--- src/rtl/mem_arbiter_pkg.sv ---
// Shared types for the I/D cache memory arbiter: FSM states and owner encoding.
// CACHE_B (log2 line bytes) defaults to 4 when the build does not supply it.
`ifndef CACHE_B
`define CACHE_B 4
`endif

package mem_arbiter_pkg;

    typedef enum logic [1:0] {
        IDLE    = 2'd0,
        GRANT_I = 2'd1,
        GRANT_D = 2'd2
    } state_e;

    localparam logic OWNER_D = 1'b0;
    localparam logic OWNER_I = 1'b1;

endpackage

--- src/rtl/mem_arbiter_burst_counter.sv ---
// Beat counter for a line burst; clear wins over enable, 1-cycle update.
// No backpressure: advances whenever enabled.
module burst_counter #(
    parameter int WIDTH = 2
) (
    input  logic             clk_i,
    input  logic             rst_i,
    input  logic             clr_i,
    input  logic             en_i,
    output logic [WIDTH-1:0] cnt_o
);

    logic [WIDTH-1:0] cnt_q;
    logic [WIDTH-1:0] cnt_d;

    always_comb begin
        cnt_d = cnt_q;
        if (clr_i) begin
            cnt_d = '0;
        end else if (en_i) begin
            cnt_d = cnt_q + WIDTH'(1);
        end
    end

    always_ff @(posedge clk_i) begin
        if (rst_i) begin
            cnt_q <= '0;
        end else begin
            cnt_q <= cnt_d;
        end
    end

    assign cnt_o = cnt_q;

endmodule

--- src/rtl/mem_arbiter.sv ---
// I/D cache burst arbiter; MEM_ARBITER_ROUND_ROBIN_EN selects alternating tie-break.
// Grant 1 cycle after request in IDLE; bursts are never preempted, 1-cycle turnaround.
`ifndef CACHE_B
`define CACHE_B 4
`endif

module mem_arbiter
    import mem_arbiter_pkg::*;
#(
    parameter int BURST_LEN  = 2**(`CACHE_B-2),
    parameter int BEAT_WIDTH = $clog2(BURST_LEN)
) (
    input  logic                  clk_i,
    input  logic                  rst_i,
    input  logic                  i_req_i,
    input  logic                  d_req_i,
    input  logic                  i_write_en_i,
    input  logic                  d_write_en_i,
    input  logic [31:0]           i_addr_i,
    input  logic [31:0]           d_addr_i,
    input  logic [31:0]           i_wdata_i,
    input  logic [31:0]           d_wdata_i,
    output logic                  i_grant_o,
    output logic                  d_grant_o,
    output logic                  i_done_o,
    output logic                  d_done_o,
    output logic [BEAT_WIDTH-1:0] beat_o,
    output logic [31:0]           mem_addr_o,
    output logic                  mem_write_en_o,
    output logic [31:0]           mem_wdata_o,
    input  logic [31:0]           mem_rdata_i,
    output logic [31:0]           rdata_o
);

    state_e state_q;
    state_e state_d;
    logic   pick_d;
    logic   last_beat;
    logic   cnt_clr;
    logic   cnt_en;

    // Offset bits below the line are replaced by the beat index.
    logic unused_addr_lsbs;
    assign unused_addr_lsbs = ^{i_addr_i[`CACHE_B-1:0], d_addr_i[`CACHE_B-1:0]};

    assign last_beat = (beat_o == BEAT_WIDTH'(BURST_LEN-1));
    assign rdata_o   = mem_rdata_i;

`ifdef MEM_ARBITER_ROUND_ROBIN_EN
    logic last_owner_q;
    logic last_owner_d;

    always_comb begin
        pick_d = d_req_i;
        if (i_req_i && d_req_i) begin
            pick_d = (last_owner_q == OWNER_I);
        end
        last_owner_d = last_owner_q;
        if ((state_q == IDLE) && (i_req_i || d_req_i)) begin
            last_owner_d = pick_d ? OWNER_D : OWNER_I;
        end
    end

    always_ff @(posedge clk_i) begin
        if (rst_i) begin
            last_owner_q <= OWNER_D;
        end else begin
            last_owner_q <= last_owner_d;
        end
    end
`else
    assign pick_d = d_req_i;
`endif

    always_comb begin
        state_d        = state_q;
        i_grant_o      = 1'b0;
        d_grant_o      = 1'b0;
        i_done_o       = 1'b0;
        d_done_o       = 1'b0;
        mem_addr_o     = 32'h0;
        mem_write_en_o = 1'b0;
        mem_wdata_o    = 32'h0;
        cnt_clr        = 1'b1;
        cnt_en         = 1'b0;
        case (state_q)
            IDLE: begin
                if (i_req_i || d_req_i) begin
                    state_d = pick_d ? GRANT_D : GRANT_I;
                end
            end
            GRANT_I: begin
                i_grant_o      = 1'b1;
                i_done_o       = last_beat && !rst_i;
                mem_addr_o     = {i_addr_i[31:`CACHE_B], beat_o, 2'b00};
                mem_write_en_o = i_write_en_i;
                mem_wdata_o    = i_wdata_i;
                cnt_clr        = last_beat;
                cnt_en         = !last_beat;
                if (last_beat) begin
                    state_d = IDLE;
                end
            end
            GRANT_D: begin
                d_grant_o      = 1'b1;
                d_done_o       = last_beat && !rst_i;
                mem_addr_o     = {d_addr_i[31:`CACHE_B], beat_o, 2'b00};
                mem_write_en_o = d_write_en_i;
                mem_wdata_o    = d_wdata_i;
                cnt_clr        = last_beat;
                cnt_en         = !last_beat;
                if (last_beat) begin
                    state_d = IDLE;
                end
            end
            default: begin
                state_d = IDLE;
            end
        endcase
    end

    always_ff @(posedge clk_i) begin
        if (rst_i) begin
            state_q <= IDLE;
        end else begin
            state_q <= state_d;
        end
    end

    burst_counter #(
        .WIDTH (BEAT_WIDTH)
    ) u_burst_counter (
        .clk_i (clk_i),
        .rst_i (rst_i),
        .clr_i (cnt_clr),
        .en_i  (cnt_en),
        .cnt_o (beat_o)
    );

endmodule
--- config.mk ---
export PLATFORM = sky130hd
export DESIGN_NAME = mem_arbiter
export DESIGN_NICKNAME = d
export VERILOG_FILES = /design/src/rtl/mem_arbiter_pkg.sv /design/src/rtl/mem_arbiter_burst_counter.sv /design/src/rtl/mem_arbiter.sv
export SDC_FILE = /design/constraint.sdc
export NUM_CORES = 1
export LEC_CHECK = 0
export ABC_AREA = 0
export BUFFER_PORTS_ARGS = -buffer_cell sky130_fd_sc_hd__buf_2
export CORE_AREA = 2 2 105 107
export CTS_CLUSTER_SIZE = 20
export DETAILED_ROUTE_END_ITERATION = 7
export DIE_AREA = 0 0 107 109
export GPL_ROUTABILITY_DRIVEN = 1
export SYNTH_ARGS = -nofsm -noshare
export SYNTH_HDL_FRONTEND = slang
export SYNTH_SLANG_ARGS = --single-unit
--- constraint.sdc ---
create_clock -name clk_i -period 1.7 [get_ports clk_i]
set_clock_uncertainty 0.2 [all_clocks]
set_input_delay 0.085 -clock clk_i [delete_from_list [all_inputs] [get_ports clk_i]]
set_output_delay 0.085 -clock clk_i [all_outputs]
set_load 0.03 [all_outputs]
==> impl_metrics.env, run 1 <==
export IMPL_outcome="finished, violations left"
export IMPL_violations="setup timing"
export IMPL_slowest_stage="dfxtp_4"
export IMPL_max_freq_ghz=0.558
export IMPL_final_common_cell="buf_2"
export IMPL_path_class="reg2out"
export IMPL_clockPowerShare_pct=5.7
export IMPL_ioPinCount=269
export IMPL_power_density_mw_per_mm2=923
export IMPL_synth_top_area_cell="nor2b_1"
export IMPL_antenna_found_initial=0
export IMPL_place_hpwl_mm=4.88
export IMPL_synthXorXnorAreaFrac_pct=0
export IMPL_slowest_delay_ns=0.37
export IMPL_synth_top_family_by_area="compound AO/OA/AOI/OAI gates"
export IMPL_insertedDiodeCount=0
export IMPL_netlist_area_mm2=0.00164
export IMPL_synth_fa_ha_area_share_pct=3.81
export IMPL_synth_compound_area_share_pct=34.9
export IMPL_post_dp_cell_area_mm2=0.00264
export IMPL_min_period_ns=1.79
export IMPL_hold_viol=0
export IMPL_grt_use_total_pct=10.8
export IMPL_grt_pass1_wl_mm=10.4
export IMPL_ir_worst_vdd_mv=0.514
export IMPL_design_area_mm2=0.00380
export IMPL_synthDistinctLibCells=24
export IMPL_timing_final_crit_share_pct=105
export IMPL_p_int_mw=1.88
export IMPL_hp_start="i_req_i"
export IMPL_drc=0
export IMPL_worstPathRequired_ns=1.41
export IMPL_placed_cells=496
export IMPL_end_kind="output pin"
export IMPL_layout_common_cells="buf_2, buf_6, nor2b_2"
export IMPL_routed_wirelength_mm=8.11
export IMPL_postSynthCellCount=203
export IMPL_grt_pass1_vias=2256
export IMPL_root_buffer="clkbuf_8"
export IMPL_synth_area_mux_share_pct=0
export IMPL_cts_max_level=1
export IMPL_cts_tree="done"
export IMPL_fin_ws_ns=-0.0927
export IMPL_yosysWarnings=0
export IMPL_synth_simple_area_share_pct=27.3
export IMPL_drive_gt1_share_pct=80.8
export IMPL_critical_path_buf_inv_count=3
export IMPL_hold_end="state_q[0]"
export IMPL_place_ws_ns=-0.0471
export IMPL_drv_cap=0
export IMPL_slew_viol_final=0
export IMPL_wl_per_cell_um=15.0
export IMPL_ant_nets=0
export IMPL_die_w_um=107
export IMPL_sw_frac_of_total_pct=46.4
export IMPL_worstSkewPairLatency_ns=0.22
export IMPL_avgSynthCellArea_um2=8.08
export IMPL_critical_path_top_delay_family="buffers and inverters"
export IMPL_dieArea_mm2=0.0117
export IMPL_p_total_mw=3.51
export IMPL_dr_first_iter_drc_count=79
export IMPL_r2r_cells=6
export IMPL_tns_ns=-2.98
export IMPL_rsz0062_at_grt="true"
export IMPL_p_leak_nw=1.59
export IMPL_clkSinkCount=4
export IMPL_worstSetupStartpointType="flop"
export IMPL_finalSetupViolCount=63
export IMPL_fillCellCount=1059
export IMPL_cts_path_max_buffers=2
export IMPL_final_cell_count_no_fill=540
export IMPL_yosys_top_cells_area="nor2b_1, a22oi_1, buf_4, a22oi_2, buf_6"
export IMPL_via_count=2323
export IMPL_initial_core_util_pct=15.5
export IMPL_num_rows=38
export IMPL_hold_path_class="in2reg"
export IMPL_arrival_ns=1.51
export IMPL_drtPass1Iterations=4
export IMPL_nNetsFinal=573
export IMPL_p_switching_mw=1.63
export IMPL_cts_inserted_buffers=3
export IMPL_r2r_start="state_q[1]"
export IMPL_worstPathMaxFanout=35
export IMPL_r2r_end="state_q[0]"
export IMPL_crit_chain="inv_4 -> ha_4 -> buf_12 -> a22oi_1 -> nor2b_2 -> buf_6"
export IMPL_path_clk_slew_ns=0.03
export IMPL_area_growth_pct=132
export IMPL_core_mm2=0.0106
export IMPL_avgViaCountPerCell=4.30
export IMPL_synth_top_area_share_pct=22.5
export IMPL_min_path_cells=3
export IMPL_overflow=0
export IMPL_r2r_setup_slack_ns=0.13
export IMPL_synth_seq_cells=4
export IMPL_grt_max_degree=42
export IMPL_seqPwrFrac_pct=4.3
export IMPL_port_buffers=194
export IMPL_yosysSeqAreaShare_pct=4.88
export IMPL_die_h_um=109
export IMPL_share_comb_of_total_power_pct=90.0
export IMPL_place_congestion=0.660
[synthesized netlist by cell type]
cell / count
nor2b_1: 59
a22oi_1: 49
buf_4: 34
buf_6: 13
a22oi_2: 12
buf_2: 6
ha_1: 5
dfxtp_1: 4
and3b_1: 2
inv_1: 2
nand2b_1: 2
nor2b_2: 2
o211a_1: 2
a211oi_2: 1
a21o_1: 1
a21oi_1: 1
a21oi_2: 1
buf_12: 1
buf_8: 1
conb_1: 1
nand2b_4: 1
nand3_1: 1
nor3_1: 1
nor3b_1: 1
[worst min-delay path, delay by kind of cell]
family          cells  cell delay, ns
buf+inv             1            0.10
compound gates      2            0.23
[metal layers]
metal / track usage, % / wire length, µm
met1: 12.4 / 3000
met4: 1.58 / 31
met2: 22.1 / 4630
met5: 0 / 0
met3: 0.598 / 440
[how the worst max path moves through the flow]
stage          startpoint         endpoint  slack, ns  depth (start not counted)
4_1_cts        state_q[0]   mem_wdata_o[9]       -0.1                          7
6_report       state_q[1]  mem_wdata_o[11]      -0.09                          6
5_1_grt        state_q[0]   mem_addr_o[22]      -0.13                          7
3_3_place_gp   state_q[0]   mem_wdata_o[7]      0.005                          6
2_1_floorplan  state_q[0]   mem_addr_o[17]       0.03                          5
3_5_place_dp   state_q[0]   mem_wdata_o[7]      -0.05                          6
[metrics by stage]
step	hold WS (ns)	util [%]
final	0.0531	35.8
after floorplan	-0.0526	-
after global routing	0.0616	35.8
after CTS	0.0290	34.1
after detailed placement	-0.0298	24.9
after global placement	-0.0298	24.9
[logic make-up (layout without fill, tap and decap cells)]
logic type / count (synthesis) / after routing
simple gates: 69 / 69
flops: 4 / 4
buf+inv: 57 / 253
other cells: 1 / 2
fa+ha+maj: 5 / 5
compound gates: 67 / 67
[flip-flops by register name, indices dropped and copies added (netlist names)]
signal                 flops
state_q                    2
u_burst_counter.cnt_o      2
[area by class of cell]
type                       instances  area [µm²]  area share [%]
timing repair buffer             248        2050            54.0
clock buffer                       3        41.3            1.09
inverter                           2        12.5           0.329
sequential                         4        87.6            2.30
multi-input combinational        143        1430            37.6
tap                              140         175            4.61
[what timing repair did]
item	in CTS	in global routing
setup buffers	2	0
endpoints found under the hold margin	36	0
setup endpoints to repair	65	65
hold buffers	34	0
pin swaps	8	2
gates resized for setup	149	32
gates cloned	2	3
[power by group through the flow]
stage	clock network (mW)	registers, mW	logic (mW)
after floorplan	0	0.145	1.81
after global placement	0	0.133	2.15
after detailed placement	0	0.133	2.19
after CTS	0.201	0.149	2.85
after global routing	0.210	0.152	3.33
final	0.200	0.150	3.16
Power figures use the tool's default switching activity.
==> inputs of run 2 (changes only) <==
--- a/config.mk
+++ b/config.mk
@@ -8,6 +8,7 @@
 export ABC_AREA = 0
 export BUFFER_PORTS_ARGS = -buffer_cell sky130_fd_sc_hd__buf_2
 export CORE_AREA = 2 2 105 107
+export CTS_BUF_LIST = sky130_fd_sc_hd__clkbuf_16
 export CTS_CLUSTER_SIZE = 20
 export DETAILED_ROUTE_END_ITERATION = 7
 export DIE_AREA = 0 0 107 109
==> constraint.sdc (replaced) <==
create_clock -name clk_i -period 1.7 [get_ports clk_i]
set_clock_uncertainty 0.2 [all_clocks]
set_input_delay 0.085 -clock clk_i [delete_from_list [all_inputs] [get_ports clk_i]]
set_output_delay 0.085 -clock clk_i [all_outputs]
set_load 0.02 [all_outputs]
==> run 2 against run 1 <==
Routed wire length decreased by 7.6%. Cell area decreased by 7.0%. Final cell count unchanged. Critical path depth increased by 1. Sequential share of layout area increased by 0.17 points. Global-route usage decreased by 0.35 points. Largest cell class unchanged. The flow still finishes with violations (setup timing). Non-clock buffer count unchanged. Power decreased by 9.5%. Combinational power decreased by 16%. Register-to-register slack improved by 0.02 ns. Clock power increased by 85%. Largest power group unchanged.
==> impl_metrics.env, run 2 (synthesis results as in run 1) <==
export IMPL_outcome="finished, violations left"
export IMPL_violations="setup timing"
export IMPL_p_switching_mw=1.37
export IMPL_grt_max_degree=35
export IMPL_drc=0
export IMPL_hold_path_class="in2reg"
export IMPL_path_class="reg2out"
export IMPL_ant_nets=0
export IMPL_worstSetupStartpointType="flop"
export IMPL_worstPathMaxFanout=13
export IMPL_drive_gt1_share_pct=70.3
export IMPL_hp_start="i_req_i"
export IMPL_root_buffer="clkbuf_16"
export IMPL_routed_wirelength_mm=7.50
export IMPL_drtPass1Iterations=4
export IMPL_end_kind="output pin"
export IMPL_die_h_um=109
export IMPL_grt_use_total_pct=10.4
export IMPL_nNetsFinal=573
export IMPL_wl_per_cell_um=13.9
export IMPL_hold_ws_ns=0.0403
export IMPL_ioPinCount=269
export IMPL_timing_final_crit_share_pct=105
export IMPL_insertedDiodeCount=0
export IMPL_grt_pass1_wl_mm=9.92
export IMPL_place_hpwl_mm=4.60
export IMPL_grt_pass1_vias=2150
export IMPL_via_count=2294
export IMPL_cts_inserted_buffers=3
export IMPL_min_period_ns=1.78
export IMPL_p_total_mw=3.17
export IMPL_clockPowerShare_pct=11.6
export IMPL_p_leak_nw=1.54
export IMPL_num_rows=38
export IMPL_place_congestion=0.665
export IMPL_layout_common_cells="buf_2, nor2b_1, buf_4"
export IMPL_r2r_end="state_q[0]"
export IMPL_seqPwrFrac_pct=4.7
export IMPL_port_buffers=194
export IMPL_p_int_mw=1.81
export IMPL_die_w_um=107
export IMPL_antenna_found_initial=0
export IMPL_rsz0062_at_grt="true"
export IMPL_min_path_cells=3
export IMPL_core_mm2=0.0106
export IMPL_drv_cap=0
export IMPL_tns_ns=-2.47
export IMPL_overflow=0
export IMPL_final_common_cell="buf_2"
export IMPL_max_freq_ghz=0.561
export IMPL_initial_core_util_pct=15.5
export IMPL_cts_path_max_buffers=2
export IMPL_finalSetupViolCount=62
export IMPL_avgViaCountPerCell=4.25
export IMPL_fin_ws_ns=-0.0830
export IMPL_worstSkewPairLatency_ns=0.23
export IMPL_hold_end="state_q[0]"
export IMPL_fillCellCount=1091
export IMPL_r2r_start="state_q[1]"
export IMPL_share_comb_of_total_power_pct=83.7
export IMPL_hold_viol=0
export IMPL_r2r_cells=6
export IMPL_power_density_mw_per_mm2=898
export IMPL_cts_tree="done"
export IMPL_clkSinkCount=4
export IMPL_r2r_setup_slack_ns=0.15
export IMPL_sw_frac_of_total_pct=43.1
export IMPL_worstPathRequired_ns=1.41
export IMPL_area_growth_pct=115
export IMPL_dr_first_iter_drc_count=91
export IMPL_path_clk_slew_ns=0.03
export IMPL_ir_worst_vdd_mv=0.538
export IMPL_slew_viol_final=0
export IMPL_cts_max_level=1
export IMPL_arrival_ns=1.50
export IMPL_dieArea_mm2=0.0117
==> run 2: worst max path at each step <==
stage	startpoint	to	slack [ns]
finish	state_q[0]	mem_wdata_o[10]	-0.08
global route	state_q[0]	mem_wdata_o[31]	-0.16
detailed placement	state_q[0]	state_q[0]	0.003
CTS	state_q[0]	mem_wdata_o[21]	-0.07
global placement	state_q[0]	state_q[0]	0.05
floorplan	state_q[0]	mem_addr_o[10]	0.02
==> run 2: worst max-delay path, stage by stage (launching register included) <==
cell,delay [ns]
dfxtp_4,0.35
inv_4,0.05
ha_4,0.18
buf_12,0.14
buf_12,0.14
a22oi_1,0.18
nor2b_1,0.07
buf_2,0.16
==> run 2: routing by layer <==
layer	GRT usage, %	wire (µm)	vias to the layer above
li1	-	-	1087
met4	1.95	47	0
met5	0	0	-
met2	20.3	4080	132
met1	12.4	2900	1070
met3	1.02	470	5
==> run 2: area by class of cell <==
| class | count | area, µm² | area share (%) |
|---|---|---|---|
| Clock buffer | 3 | 75.1 | 2.12 |
| Inverter | 2 | 15.0 | 0.425 |
| Multi-Input combinational cell | 143 | 1330 | 37.6 |
| Sequential cell | 4 | 87.6 | 2.48 |
| Tap cell | 140 | 175 | 4.96 |
| Timing Repair Buffer | 248 | 1850 | 52.4 |
==> run 2: power by group through the flow <==
| stage | registers (mW) | clock network [mW] | logic, mW |
|---|---|---|---|
| floorplan | 0.139 | 0 | 1.48 |
| global placement | 0.134 | 0 | 1.82 |
| detailed placement | 0.134 | 0 | 1.87 |
| CTS | 0.144 | 0.374 | 2.50 |
| global route | 0.153 | 0.383 | 2.84 |
| finish | 0.149 | 0.369 | 2.66 |
==> run 2: stage by stage <==
step	setup slack, ns	util (%)	instances	area [µm²]
detailed placement	0.00252	23.2	491	2460
global route	-0.160	33.3	540	3530
floorplan	0.0185	-	204	1640
CTS	-0.0674	31.5	537	3340
finish	-0.0830	33.3	540	3530
global placement	0.0515	23.2	491	2460
==> run 2: what timing repair did <==
item / in CTS / in global routing
hold endpoints to repair: 36 / 0
setup endpoints to repair: 66 / 65
resized for setup: 84 / 38
pin swaps: 3 / 8
gates cloned: 4 / 3
setup buffers: 5 / 1
hold buffers: 34 / 0
==> inputs of run 3 (changes only) <==
--- a/config.mk
+++ b/config.mk
@@ -5,7 +5,7 @@
 export SDC_FILE = /design/constraint.sdc
 export NUM_CORES = 1
 export LEC_CHECK = 0
-export ABC_AREA = 0
+export ABC_AREA = 1
 export BUFFER_PORTS_ARGS = -buffer_cell sky130_fd_sc_hd__buf_2
 export CORE_AREA = 2 2 105 107
 export CTS_BUF_LIST = sky130_fd_sc_hd__clkbuf_16
@@ -13,6 +13,7 @@
 export DETAILED_ROUTE_END_ITERATION = 7
 export DIE_AREA = 0 0 107 109
 export GPL_ROUTABILITY_DRIVEN = 1
+export REMOVE_ABC_BUFFERS = 1
 export SYNTH_ARGS = -nofsm -noshare
 export SYNTH_HDL_FRONTEND = slang
 export SYNTH_SLANG_ARGS = --single-unit
==> run 3 against run 2 <==
Sequential share of layout area hardly changed. Combinational power down 2%. Area after synthesis is 12% lower. Critical path type unchanged. Critical endpoint is now mem_wdata_o[26]. Worst setup slack gained 0.031 ns. Largest power group unchanged. First-iteration DRC count is 26% higher. Worst hold slack improved by 0.23 ns. Count of clock-buffer cells in the layout stayed put. The flow still finishes with violations (setup timing). Critical path depth shrank 1. Highest routed layer unchanged. Die area stayed put.
==> impl_metrics.env, run 3 <==
export IMPL_outcome="finished, violations left"
export IMPL_violations="setup timing"
export IMPL_layout_common_cells="buf_2, nand2_1, a21oi_2"
export IMPL_path_clk_slew_ns=0.03
export IMPL_synth_most_common_cell="nand2_1"
export IMPL_final_common_cell="buf_2"
export IMPL_die_w_um=107
export IMPL_grt_max_degree=34
export IMPL_insertedDiodeCount=0
export IMPL_root_buffer="clkbuf_16"
export IMPL_postSynthCellCount=274
export IMPL_avgViaCountPerCell=4.10
export IMPL_hp_start="u_burst_counter.cnt_o[0]"
export IMPL_critical_path_top_delay_family="buffers and inverters"
export IMPL_min_period_ns=1.75
export IMPL_synth_main_ff_cell="dfxtp_1"
export IMPL_drv_cap=0
export IMPL_synth_seq_cells=4
export IMPL_p_leak_nw=1.47
export IMPL_worstSetupStartpointType="flop"
export IMPL_num_rows=38
export IMPL_overflow=0
export IMPL_crit_chain="inv_4 -> ha_4 -> inv_8 -> buf_16 -> a21oi_1 -> buf_4"
export IMPL_worstPathMaxFanout=16
export IMPL_synth_area_mux_share_pct=0
export IMPL_r2r_setup_slack_ns=0.21
export IMPL_min_path_cells=1
export IMPL_synth_compound_area_share_pct=23.1
export IMPL_drive_gt1_share_pct=60.6
export IMPL_synthDistinctLibCells=17
export IMPL_hold_path_class="reg2reg"
export IMPL_synthTopCellsByCount="nand2_1, a21oi_1, buf_4"
export IMPL_die_h_um=109
export IMPL_max_freq_ghz=0.571
export IMPL_area_growth_pct=142
export IMPL_fin_ws_ns=-0.0522
export IMPL_drtPass1Iterations=4
export IMPL_core_mm2=0.0106
export IMPL_worstSkewPairLatency_ns=0.22
export IMPL_hold_ws_ns=0.270
export IMPL_r2r_start="state_q[1]"
export IMPL_worstPathRequired_ns=1.41
export IMPL_synth_top_area_cell="nand2_1"
export IMPL_r2r_cells=6
export IMPL_async_reset_ff_share_pct=0
export IMPL_synth_simple_area_share_pct=35.6
export IMPL_routed_wirelength_mm=8.96
export IMPL_initial_core_util_pct=13.6
export IMPL_yosys_top_cells_area="nand2_1, a21oi_1, buf_4, dfxtp_1, buf_6"
export IMPL_grt_pass1_vias=2084
export IMPL_antenna_found_initial=0
export IMPL_yosysSeqAreaShare_pct=5.54
export IMPL_path_class="reg2out"
export IMPL_path_depth=6
export IMPL_port_buffers=194
export IMPL_yosysWarnings=0
export IMPL_power_density_mw_per_mm2=890
export IMPL_cts_inserted_buffers=3
export IMPL_place_congestion=0.791
export IMPL_arrival_ns=1.47
export IMPL_rsz0062_at_grt="true"
export IMPL_cts_path_max_buffers=2
export IMPL_place_ws_ns=0.0841
export IMPL_synthXorXnorAreaFrac_pct=0
export IMPL_cts_max_level=1
export IMPL_hold_viol=0
export IMPL_dieArea_mm2=0.0117
export IMPL_synth_edf_count=0
export IMPL_finalSetupViolCount=55
export IMPL_drc=0
export IMPL_synth_top_area_share_pct=33.0
export IMPL_dr_first_iter_drc_count=115
export IMPL_tns_ns=-1.17
export IMPL_slew_viol_final=0
export IMPL_synth_fa_ha_area_share_pct=4.33
export IMPL_nNetsFinal=638
export IMPL_crit_start="state_q[1]"
export IMPL_grt_use_total_pct=12.3
export IMPL_ant_nets=0
export IMPL_slowest_delay_ns=0.37
export IMPL_ioPinCount=269
export IMPL_netlist_area_mm2=0.00145
export IMPL_critical_path_buf_inv_count=4
export IMPL_ir_worst_vdd_mv=0.551
export IMPL_wl_per_cell_um=14.8
export IMPL_via_count=2479
export IMPL_synth_top_family_by_area="simple AND/OR/NAND/NOR gates"
export IMPL_clkSinkCount=4
export IMPL_end_kind="output pin"
export IMPL_slowest_stage="dfxtp_4"
export IMPL_cts_tree="done"
export IMPL_post_cts_buffers=0
export IMPL_grt_pass1_wl_mm=11.2
export IMPL_timing_final_crit_share_pct=103
export IMPL_place_hpwl_mm=5.78
export IMPL_avgSynthCellArea_um2=5.28
run 3: worst register-to-register path, cell delays in order (launching register included):
cell	delay [ns]
dfxtp_4	0.37
inv_4	0.06
ha_4	0.30
buf_4	0.12
nand2_1	0.10
a21oi_2	0.16
nor2b_1	0.13
run 3: where the power goes:
| group | internal [mW] | total [mW] | switching, mW |
|---|---|---|---|
| clock network | 0.300 | 0.367 | 0.0662 |
| registers | 0.121 | 0.153 | 0.0321 |
| logic | 1.08 | 2.60 | 1.52 |
| total | 1.50 | 3.11 | 1.62 |
run 3: logic make-up after synthesis:
family | after synthesis
adder cells (fa/ha/maj) | 5
flip-flops | 4
AO/OA/AOI/OAI | 66
buffers and inverters | 63
other | 1
AND/OR/NAND/NOR | 135
run 3: final timing paths:
kind,endpoint
setup / recovery,mem_wdata_o[26]
hold / removal,u_burst_counter.cnt_o[0]
setup reg to reg,state_q[0]
hold reg to reg,u_burst_counter.cnt_o[0]
run 3: final cells by class:
type	count	area, µm²
fillers	1146	7100
repair buffers	241	1820
multi-input cells	208	1290
well taps	140	175
flip-flops and latches	4	87.6
clock buffers	3	75.1
inverters	9	51.3
run 3: what timing repair did:
item,in CTS,in global routing
hold buffers,35,0
resized for setup,89,104
pin swaps,3,0
cloned,2,2
hold endpoints to repair,34,0
endpoints found under the setup margin,65,65
run 3: routing by layer:
| metal | GRT usage [%] | up-vias | wire [µm] |
|---|---|---|---|
| met2 | 20.8 | 109 | 4410 |
| met4 | 1.76 | 0 | 47 |
| met5 | 0 | - | 0 |
| li1 | - | 1215 | - |
| met1 | 17.1 | 1148 | 3950 |
| met3 | 1.67 | 7 | 552 |
run 3: through the flow:
stage / std cells / power [mW] / utilization, % / instance area, µm²
floorplan: 221 / 1.01 / - / 1030
finish: 605 / 3.11 / 33.0 / 3500
global placement: 563 / 1.73 / 21.8 / 2310
detailed placement: 563 / 1.72 / 21.8 / 2310
CTS: 603 / 2.61 / 28.8 / 3050
global route: 605 / 3.32 / 33.0 / 3500
